File: config.mk
export PLATFORM = sky130hd
export DESIGN_NAME = dft_peak_search
export DESIGN_NICKNAME = d
export VERILOG_FILES = /design/src/rtl/dft_pkg.sv /design/src/rtl/dft_bin_power.sv /design/src/rtl/dft_peak_search.sv
export SDC_FILE = /design/constraint.sdc
export NUM_CORES = 2
export LEC_CHECK = 0
export CORE_AREA = 2 2 628 630
export CTS_CLUSTER_DIAMETER = 100
export DETAILED_ROUTE_END_ITERATION = 8
export DIE_AREA = 0 0 630 632
export GPL_ROUTABILITY_DRIVEN = 1
export PLACE_DENSITY_LB_ADDON = 0.25
export SETUP_SLACK_MARGIN = 0.02
export SLEW_MARGIN = 20
export SYNTH_ARGS = -nofsm -noshare
export SYNTH_HDL_FRONTEND = slang
export SYNTH_SLANG_ARGS = --single-unit
File: constraint.sdc
create_clock -name clk_i -period 10.8 [get_ports clk_i]
set_input_delay 1.62 -clock clk_i [delete_from_list [all_inputs] [get_ports clk_i]]
set_output_delay 1.62 -clock clk_i [all_outputs]
set_load 0.05 [all_outputs]
File: src/rtl/dft_pkg.sv
// ============================================================================
//  Module   : dft_pkg
//  Purpose  : Shared types and constants for the DFT accumulator / peak search
//  Revision : 1.0 - initial release
// ============================================================================
`default_nettype none

package dft_pkg;

   localparam int DFT_NUM_BINS    = 16;
   localparam int DFT_ACCUM_WIDTH = 48;

   typedef enum logic [1:0] {
      IDLE   = 2'd0,
      SCAN   = 2'd1,
      DRAIN  = 2'd2,
      RESULT = 2'd3
   } peak_state_t;

   // re^2 + im^2 of two sq_in_width-bit signed values always fits here.
   function automatic int dft_power_width(input int sq_in_width);
      return 2 * sq_in_width + 1;
   endfunction

endpackage

`default_nettype wire

File: src/rtl/dft_bin_power.sv
// ============================================================================
//  Module   : dft_bin_power
//  Purpose  : Two-stage truncate / square / sum power pipe, bin index alongside
//  Revision : 1.0 - initial release
// ============================================================================
`default_nettype none

module dft_bin_power
   import dft_pkg::*;
#(
   parameter int ACCUM_WIDTH  = DFT_ACCUM_WIDTH,
   parameter int SQ_IN_WIDTH  = 24,
   parameter int IDX_WIDTH    = 4,
   localparam int POWER_WIDTH = dft_power_width(SQ_IN_WIDTH)
)(
   input  logic                   clk_i,
   input  logic                   rst_ni,
   input  logic                   i_valid,
   input  logic [ACCUM_WIDTH-1:0] i_re,
   input  logic [ACCUM_WIDTH-1:0] i_im,
   input  logic [IDX_WIDTH-1:0]   i_bin,
   output logic                   o_valid,
   output logic [POWER_WIDTH-1:0] o_power,
   output logic [IDX_WIDTH-1:0]   o_bin
);

   localparam int SHIFT = ACCUM_WIDTH - SQ_IN_WIDTH;

   logic signed [2*SQ_IN_WIDTH-1:0] w_re_ext, w_im_ext;
   logic signed [2*SQ_IN_WIDTH-1:0] w_re_sq, w_im_sq;
   logic [2*SQ_IN_WIDTH-1:0]        r_re_sq, r_im_sq;
   logic                            r_valid1;
   logic [IDX_WIDTH-1:0]            r_bin1;

   // The top SQ_IN_WIDTH bits equal an arithmetic shift by SHIFT, sign-extended
   // so the product is formed at full width.
   assign w_re_ext = {{SQ_IN_WIDTH{i_re[ACCUM_WIDTH-1]}}, i_re[ACCUM_WIDTH-1 -: SQ_IN_WIDTH]};
   assign w_im_ext = {{SQ_IN_WIDTH{i_im[ACCUM_WIDTH-1]}}, i_im[ACCUM_WIDTH-1 -: SQ_IN_WIDTH]};
   assign w_re_sq  = w_re_ext * w_re_ext;
   assign w_im_sq  = w_im_ext * w_im_ext;

   generate
      if (SHIFT > 0) begin : g_discard_lsbs
         logic w_unused_lsbs;
         assign w_unused_lsbs = ^{i_re[SHIFT-1:0], i_im[SHIFT-1:0]};
      end
   endgenerate

   always_ff @(posedge clk_i or negedge rst_ni) begin
      if (!rst_ni) begin
         r_valid1 <= 1'b0;
         r_bin1   <= '0;
         r_re_sq  <= '0;
         r_im_sq  <= '0;
         o_valid  <= 1'b0;
         o_bin    <= '0;
         o_power  <= '0;
      end else begin
         r_valid1 <= i_valid;
         r_bin1   <= i_bin;
         r_re_sq  <= w_re_sq;
         r_im_sq  <= w_im_sq;
         o_valid  <= r_valid1;
         o_bin    <= r_bin1;
         o_power  <= {1'b0, r_re_sq} + {1'b0, r_im_sq};
      end
   end

endmodule

`default_nettype wire

File: src/rtl/dft_peak_search.sv
// ============================================================================
//  Module   : dft_peak_search
//  Purpose  : Snapshots DFT bins, scans their power serially, reports the peak.
//             Optional macro PEAK_NEIGHBOURS_EN adds neighbour-bin power outputs.
//  Revision : 1.0 - initial release
// ============================================================================
`default_nettype none

module dft_peak_search
   import dft_pkg::*;
#(
   parameter int NUM_BINS       = DFT_NUM_BINS,
   parameter int ACCUM_WIDTH    = DFT_ACCUM_WIDTH,
   parameter int SQ_IN_WIDTH    = 24,
   localparam int POWER_WIDTH   = dft_power_width(SQ_IN_WIDTH),
   localparam int BIN_IDX_WIDTH = $clog2(NUM_BINS)
)(
   input  logic                            clk_i,
   input  logic                            rst_ni,
   input  logic                            valid_i,
   input  logic [NUM_BINS*ACCUM_WIDTH-1:0] A_real_i,
   input  logic [NUM_BINS*ACCUM_WIDTH-1:0] A_imag_i,
   output logic                            result_valid_o,
   input  logic                            result_ready_i,
   output logic [BIN_IDX_WIDTH-1:0]        peak_bin_o,
   output logic [POWER_WIDTH-1:0]          peak_power_o,
   output logic                            busy_o,
   output logic                            overrun_o
`ifdef PEAK_NEIGHBOURS_EN
   ,
   output logic [POWER_WIDTH-1:0]          peak_left_power_o,
   output logic [POWER_WIDTH-1:0]          peak_right_power_o
`endif
);

   localparam logic [BIN_IDX_WIDTH-1:0] LAST_BIN = BIN_IDX_WIDTH'(NUM_BINS - 1);

   peak_state_t              r_state, w_state_nxt;
   logic [ACCUM_WIDTH-1:0]   r_snap_re [NUM_BINS];
   logic [ACCUM_WIDTH-1:0]   r_snap_im [NUM_BINS];
   logic [BIN_IDX_WIDTH-1:0] r_cnt;
   logic [1:0]               r_drain;
   logic [BIN_IDX_WIDTH-1:0] r_max_idx;
   logic [POWER_WIDTH-1:0]   r_max_power;
   logic                     r_overrun;
   logic                     w_pipe_valid;
   logic [POWER_WIDTH-1:0]   w_pipe_power;
   logic [BIN_IDX_WIDTH-1:0] w_pipe_bin;
   logic                     w_start;
   logic                     w_update;

   assign w_start  = (r_state == IDLE) && valid_i;
   assign w_update = w_pipe_valid && (w_pipe_power > r_max_power);

   dft_bin_power #(
      .ACCUM_WIDTH (ACCUM_WIDTH),
      .SQ_IN_WIDTH (SQ_IN_WIDTH),
      .IDX_WIDTH   (BIN_IDX_WIDTH)
   ) u_bin_power (
      .clk_i   (clk_i),
      .rst_ni  (rst_ni),
      .i_valid (r_state == SCAN),
      .i_re    (r_snap_re[r_cnt]),
      .i_im    (r_snap_im[r_cnt]),
      .i_bin   (r_cnt),
      .o_valid (w_pipe_valid),
      .o_power (w_pipe_power),
      .o_bin   (w_pipe_bin)
   );

   always_ff @(posedge clk_i or negedge rst_ni) begin
      if (!rst_ni) r_state <= IDLE;
      else         r_state <= w_state_nxt;
   end

   // DRAIN holds until the last bin has left both pipe stages and been compared.
   always_comb begin
      w_state_nxt = r_state;
      case (r_state)
         IDLE:    if (valid_i)            w_state_nxt = SCAN;
         SCAN:    if (r_cnt == LAST_BIN)  w_state_nxt = DRAIN;
         DRAIN:   if (r_drain == 2'd2)    w_state_nxt = RESULT;
         RESULT:  if (result_ready_i)     w_state_nxt = IDLE;
         default:                         w_state_nxt = IDLE;
      endcase
   end

   always_ff @(posedge clk_i or negedge rst_ni) begin
      if (!rst_ni) begin
         for (int k = 0; k < NUM_BINS; k++) begin
            r_snap_re[k] <= '0;
            r_snap_im[k] <= '0;
         end
         r_cnt       <= '0;
         r_drain     <= '0;
         r_max_idx   <= '0;
         r_max_power <= '0;
         r_overrun   <= 1'b0;
      end else begin
         r_overrun <= valid_i && (r_state != IDLE);
         r_drain   <= (r_state == DRAIN) ? r_drain + 2'd1 : 2'd0;
         if ((r_state == SCAN) && (r_cnt != LAST_BIN)) r_cnt <= r_cnt + 1'b1;
         if (w_update) begin
            r_max_power <= w_pipe_power;
            r_max_idx   <= w_pipe_bin;
         end
         if (w_start) begin
            for (int k = 0; k < NUM_BINS; k++) begin
               r_snap_re[k] <= A_real_i[k*ACCUM_WIDTH +: ACCUM_WIDTH];
               r_snap_im[k] <= A_imag_i[k*ACCUM_WIDTH +: ACCUM_WIDTH];
            end
            r_cnt       <= '0;
            r_max_idx   <= '0;
            r_max_power <= '0;
         end
      end
   end

`ifdef PEAK_NEIGHBOURS_EN
   logic [POWER_WIDTH-1:0] r_prev_power, r_left, r_right;
   logic                   r_arm;

   // Bins leave the pipe in order, so the previous power is always bin k-1.
   always_ff @(posedge clk_i or negedge rst_ni) begin
      if (!rst_ni) begin
         r_prev_power <= '0;
         r_left       <= '0;
         r_right      <= '0;
         r_arm        <= 1'b0;
      end else if (w_start) begin
         r_prev_power <= '0;
         r_left       <= '0;
         r_right      <= '0;
         r_arm        <= 1'b0;
      end else if (w_pipe_valid) begin
         r_prev_power <= w_pipe_power;
         if (w_update) begin
            r_left  <= r_prev_power;
            r_right <= '0;
            r_arm   <= 1'b1;
         end else if (r_arm) begin
            r_right <= w_pipe_power;
            r_arm   <= 1'b0;
         end
      end
   end

   assign peak_left_power_o  = r_left;
   assign peak_right_power_o = r_right;
`endif

   assign result_valid_o = (r_state == RESULT);
   assign busy_o         = (r_state != IDLE);
   assign overrun_o      = r_overrun;
   assign peak_bin_o     = r_max_idx;
   assign peak_power_o   = r_max_power;

endmodule

`default_nettype wire

[Word level (Yosys, flattened, before mapping)]
Cells that the tools add are included.
Word-level totals
  bits of input ports: 1540
  register bits after elaboration: 1753
  logic and storage cells: 90
  output and inout bits: 56
Operators by class
  $add $sub $neg: 3
  magnitude comparators: 2
  multiply operators: 2
  reductions and logical operators: 9
  multiplexer cells: 18
  equal/unequal tests: 10
  bitwise logic cells: 1
Operator list (number)
  binary-select mux 48 bit (select 4 bit): 2
  2-to-1 mux 48 bit: 4
  2-to-1 mux 49 bit: 2
  multiplier 24 x 24 -> 48 bit: 2
  adder 48 x 48 -> 49 bit: 1
  greater-than comparator 49 bit: 1
  2-to-1 mux 4 bit: 4
  2-to-1 mux 2 bit: 5
  one-hot mux 2 bit (4 select lines): 1
  == test 2 bit, second input constant: 3
  inequality test 2 bit, second input constant: 3
  nonzero test 2 bit: 3
  greater-or-equal comparator 5 bit, second input constant: 1
  NOT 4 -> 5 bit: 1
  adder 4 x 1 -> 4 bit, second input constant: 1
  == test 4 bit, second input constant: 1
  logical AND 1 bit: 4
  inequality test 4 bit, second input constant: 1
  AND reduction 4 bit: 1
  adder 2 x 1 -> 2 bit, second input constant: 1
  == test 2 x 1 -> 1 bit, second input constant: 1
  logical NOT 2 bit: 1
  inequality test 2 x 1 -> 1 bit, second input constant: 1

[Longest topological paths before layout]
  word-level depth: 5
  mapped depth: 35
  gate-level depth less buffers: 31

[Cells and area by module]
From an unflattened synthesis, not the netlist that was laid out.
Second synthesis, totals
  cell total of the unflattened synthesis: 11926
  area total of the unflattened synthesis: 116042.5 um2
By module, submodules not included
  dft_peak_search: seq. area each 39988.4 um2, instances 1, area an instance 72447.0 um2, cells an instance 7521
  dft_bin_power: seq. area each 3828.7 um2, instances 1, area an instance 43595.6 um2, cells an instance 4405

[Worst setup path after synthesis]
No wires, ideal clock.
  path type: reg2reg
  from: register r_cnt[0]
  to: register u_bin_power.r_re_sq[45]
  setup slack: 2.383 ns
  arrival: 8.330 ns
  required time: 10.713 ns
  stages on the path, launching flop included: 31
  cell sequence: dfrtp_1 -> buf_2 -> buf_2 -> buf_4 -> mux4_2 -> mux2i_1 -> nand2_1 -> o21ai_2 -> inv_2 -> buf_2 -> nand2_1 -> inv_1 -> fa_1 -> fa_1 -> inv_1 -> fa_1 -> inv_1 -> fa_1 -> fa_1 -> fa_1 -> fa_1 -> ha_1 -> a21o_1 -> a21o_1 -> a21o_1 -> or3_1 -> a2111oi_2 -> o31ai_1 -> a31oi_1 -> nand4b_1 -> o211ai_1
On the way
  word-level cells in the longest chain between the ends: 5
Ends and longest elaborated chain
  from (decl): RTL line dft_peak_search.sv:41  | logic [BIN_IDX_WIDTH-1:0] r_cnt;
  from (signal assigned): RTL line dft_peak_search.sv:102  | if ((r_state == SCAN) && (r_cnt != LAST_BIN)) r_cnt <= r_cnt + 1'b1;
  NOT 4 -> 5 bit (implied by the code): RTL line dft_peak_search.sv:63  | .i_re (r_snap_re[r_cnt]),
  binary-select mux 48 bit (select 4 bit): RTL line dft_peak_search.sv:63
  2-to-1 mux 48 bit (implied by the code) (2 in a row): RTL line dft_peak_search.sv:63
  via u_bin_power.i_re[24]: RTL line dft_bin_power.sv:19  | input logic [ACCUM_WIDTH-1:0] i_re,
  multiplier 24 x 24 -> 48 bit: RTL line dft_bin_power.sv:39  | assign w_re_sq = w_re_ext * w_re_ext;
  via u_bin_power.w_re_sq[45]: RTL line dft_bin_power.sv:30  | logic signed [2*SQ_IN_WIDTH-1:0] w_re_sq, w_im_sq;
  to (signal assigned): RTL line dft_bin_power.sv:61  | r_re_sq <= w_re_sq;
  to (decl): RTL line dft_bin_power.sv:31  | logic [2*SQ_IN_WIDTH-1:0] r_re_sq, r_im_sq;
The timed path passes the listed nets, and every way through them passes these cells. The select of a mux whose other input is x is not followed.
A chain may end at the register's enable or synchronous reset.

[Worst setup path after layout]
  from: register r_cnt[0]
  to: register u_bin_power.r_im_sq[38]
On the way
  word-level cells in the longest chain between the ends: 5
Ends and longest elaborated chain
  NOT 4 -> 5 bit (implied by the code): RTL line dft_peak_search.sv:64  | .i_im (r_snap_im[r_cnt]),
  binary-select mux 48 bit (select 4 bit): RTL line dft_peak_search.sv:64
  2-to-1 mux 48 bit (implied by the code) (2 in a row): RTL line dft_peak_search.sv:64
  multiplier 24 x 24 -> 48 bit: RTL line dft_bin_power.sv:40  | assign w_im_sq = w_im_ext * w_im_ext;
  via u_bin_power.w_im_sq[38]: RTL line dft_bin_power.sv:30
  to (signal assigned): RTL line dft_bin_power.sv:62  | r_im_sq <= w_im_sq;
  to (decl): RTL line dft_bin_power.sv:31
The timed path passes the listed nets, and every way through them passes these cells. The select of a mux whose other input is x is not followed.

==> out/results.ini <==
[sta]
slew_headroom = 0.2185
finalCritPeriodShare = 0.9314
worst_slew_pin_slew_ps = 1172
finalSetupViolations = 0
fmax_mhz = 99.41
post-route-min-period_ps = 10060
hold_viol_final = 0
rsz0062_at_grt = no
setup-tns-final_ps = 0
slew_violations = 0
fin_skew_ps = 141.9

[yosys]
yosys_warnings = 0
synth_area_per_cell_um2 = 11.90
synth_area_mm2 = 0.08175
synth-seq-cells = 983
post-synth-top-area-fraction = 0.3009
synthDistinctLibCells = 80
synthFlopType = dfrtp_1
syn-num-nets = 9917
synth_top_cells_by_area = dfrtp_1 30%, fa_1 27%, mux2_2 11%
synth_top_area_cell = dfrtp_1
yosysSeqAreaShare = 0.3009
synth_edf_count = 0
ys_async_sr_fraction = 1.000
synthCells = 6873

[global_routing]
first_global_vias = 60540
grt_util_all_layers = 0.1393
antenna_found_initial = 195
gr-total-overflow = 0
grt_max_degree = 174
grt_pass1_wl_um = 411500

[worst_setup_path]
arrival_ps = 10600
crit_type = reg -> reg
cp_max_fo = 17
path_depth = 30
crit_buf_inv = 10
crit_slowest_cell = dfrtp_4
critPathRequiredTime_ps = 11340
path_delay_family = adder cells
critPathCaptureType = flop
cpMostUsedCell = inv_1
rr_worst_depth = 30
start_kind = flop
crit_path_max_incr_delay_ps = 700

[run]
max_cap_viol_count = 0

[place]
routabilityCongestion = 0.8549
hpwlAfterDp_um = 231500
io_buffers = 827

[cts]
clk_latency_ps = 830
root_buffer = clkbuf_16
cts_resized = 0
htreeDepth = 3
postCtsHoldBufs = 0
numClockSinks = 983
numCtsBuffers = 114
postCtsSetupBuffers = 0
ctsLongestPathBuffers = 3
cts_tree = built
clk_pin_slew_ps = 60

[layout]
nNetsFinal = 10840
drive_gt1_frac = 0.1886
area_growth_pct = 24.31
final_util = 0.2597

[detailed_routing]
drtIter0Drc = 2408
post_drt_via_cell_ratio = 4.069
drcViolationCount = 0
num_vias = 53590
wl_per_cell_um = 21.06
wirelength_um = 277300
dr.pass1.iters = 5
drtAntennaViolNets = 0

[floorplan]
dieArea_mm2 = 0.3982
die_x_um = 630
die_y_um = 632
io_pins = 1596
start_util = 0.2089
rows = 230
coreArea_mm2 = 0.3914

[run_status]
status = complete, no violations

[min_path]
whs_path_depth = 0
hp-class = reg -> reg

[placed cells by master (no fill, tap or decap), types with 119 or more instances in the layout]
cell type / count
mux4_2: 213
nor2_1: 239
a21oi_1: 125
fa_1: 1109
mux2_2: 797
clkdlybuf4s50_1: 826
and2_1: 168
xnor2_1: 119
inv_1: 1430
ha_1: 395
dfrtp_1: 979
buf_4: 214
nand2_1: 426
[Yosys cell counts (11+ instances only)]
| library cell | n |
|---|---|
| a21o_1 | 81 |
| nand2b_1 | 13 |
| buf_4 | 13 |
| o21a_1 | 32 |
| xnor2_1 | 119 |
| nor2b_1 | 17 |
| a21oi_1 | 125 |
| buf_1 | 31 |
| mux4_2 | 213 |
| and3_1 | 11 |
| inv_1 | 1430 |
| nand4_1 | 23 |
| buf_2 | 61 |
| ha_1 | 395 |
| a211oi_1 | 14 |
| nand3_1 | 32 |
| dfrtp_1 | 983 |
| nor2_1 | 240 |
| a31oi_1 | 15 |
| and2_1 | 168 |
| mux2_2 | 797 |
| o21bai_1 | 17 |
| fa_1 | 1109 |
| nand2_1 | 426 |
| nor3_1 | 33 |
| o21ai_0 | 58 |
| mux2i_1 | 83 |
| xor2_1 | 48 |
| clkbuf_1 | 146 |
[registers in the layout, indices dropped and copies added (netlist names), 47 cells and up]
register             count
r_snap_re              384
u_bin_power.r_re_sq     47
r_snap_im              384
u_bin_power.o_power     49
u_bin_power.r_im_sq     47
peak_power_o            49
[path summary, 6_finish.rpt]
| kind | startpoint | endpoint | slack, ps |
|---|---|---|---|
| max | r_cnt[0]$_DFFE_PN0P_ | u_bin_power.r_im_sq[38]$_DFF_PN0_ | 740 |
| min | u_bin_power.r_bin1[1]$_DFF_PN0_ | u_bin_power.o_bin[1]$_DFF_PN0_ | 350 |
| max reg2reg | r_cnt[0]$_DFFE_PN0P_ | u_bin_power.r_im_sq[38]$_DFF_PN0_ | 740 |
| min reg2reg | u_bin_power.r_bin1[1]$_DFF_PN0_ | u_bin_power.o_bin[1]$_DFF_PN0_ | 350 |
| max in group asynchronous | rst_ni | r_snap_im[171]$_DFFE_PN0P_ | 7700 |
| min in group asynchronous | rst_ni | peak_power_o[1]$_DFFE_PN0P_ | 870 |
[logic make-up after synthesis]
| group | Yosys count | synth area share |
|---|---|---|
| simple gates | 995 | 0.05523 |
| flops | 983 | 0.3009 |
| fa+ha+maj | 1504 | 0.3320 |
| mux | 1093 | 0.1786 |
| xor+xnor | 167 | 0.01789 |
| compound gates | 431 | 0.03549 |
| buf+inv | 1700 | 0.07987 |
[through the flow]
| step | cells | setup WS, ps | hold slack [ps] | cell area (um^2) |
|---|---|---|---|---|
| floorplan | 6873 | 2383 | 331.2 | 81750 |
| global placement | 12900 | 665.7 | 332.0 | 97510 |
| detailed placement | 12900 | 671.6 | 338.9 | 97510 |
| CTS | 13110 | 607.3 | 352.5 | 101500 |
| global route | 13140 | 195.6 | 358.6 | 101500 |
| finish | 13170 | 740.8 | 350.5 | 101600 |
[worst reg2reg max path, delay by kind of cell (launching register included)]
kind	cells	cell delay (ps)
adders and majority gates	8	3840
AOI/OAI and AO/OA	5	1530
buffers and inverters	10	1420
muxes	2	900
and+or+nand+nor	4	800
DFF	1	700
xor gates and xnor gates	1	640
[cell type report]
type,count,area (um^2)
Fill cell,41210,289700
Multi-Input combinational cell,4190,50650
Sequential cell,983,24610
Timing Repair Buffer,1061,10290
Tap cell,5220,6531
Inverter,1445,5424
Clock buffer,156,3231
Clock inverter,50,725.7
Antenna cell,63,157.7
[metal layers]
metal / vias to the layer above / wire (um) / GRT usage
li1: 23800 / - / -
met1: 27860 / 114900 / 0.1726
met2: 1281 / 135400 / 0.2375
met3: 457 / 20520 / 0.04424
met4: 190 / 5299 / 0.02715
met5: - / 1177 / 0
Power is not shown: default switching activity piles up to over one toggle a cycle in this logic, so the estimate is an artifact.
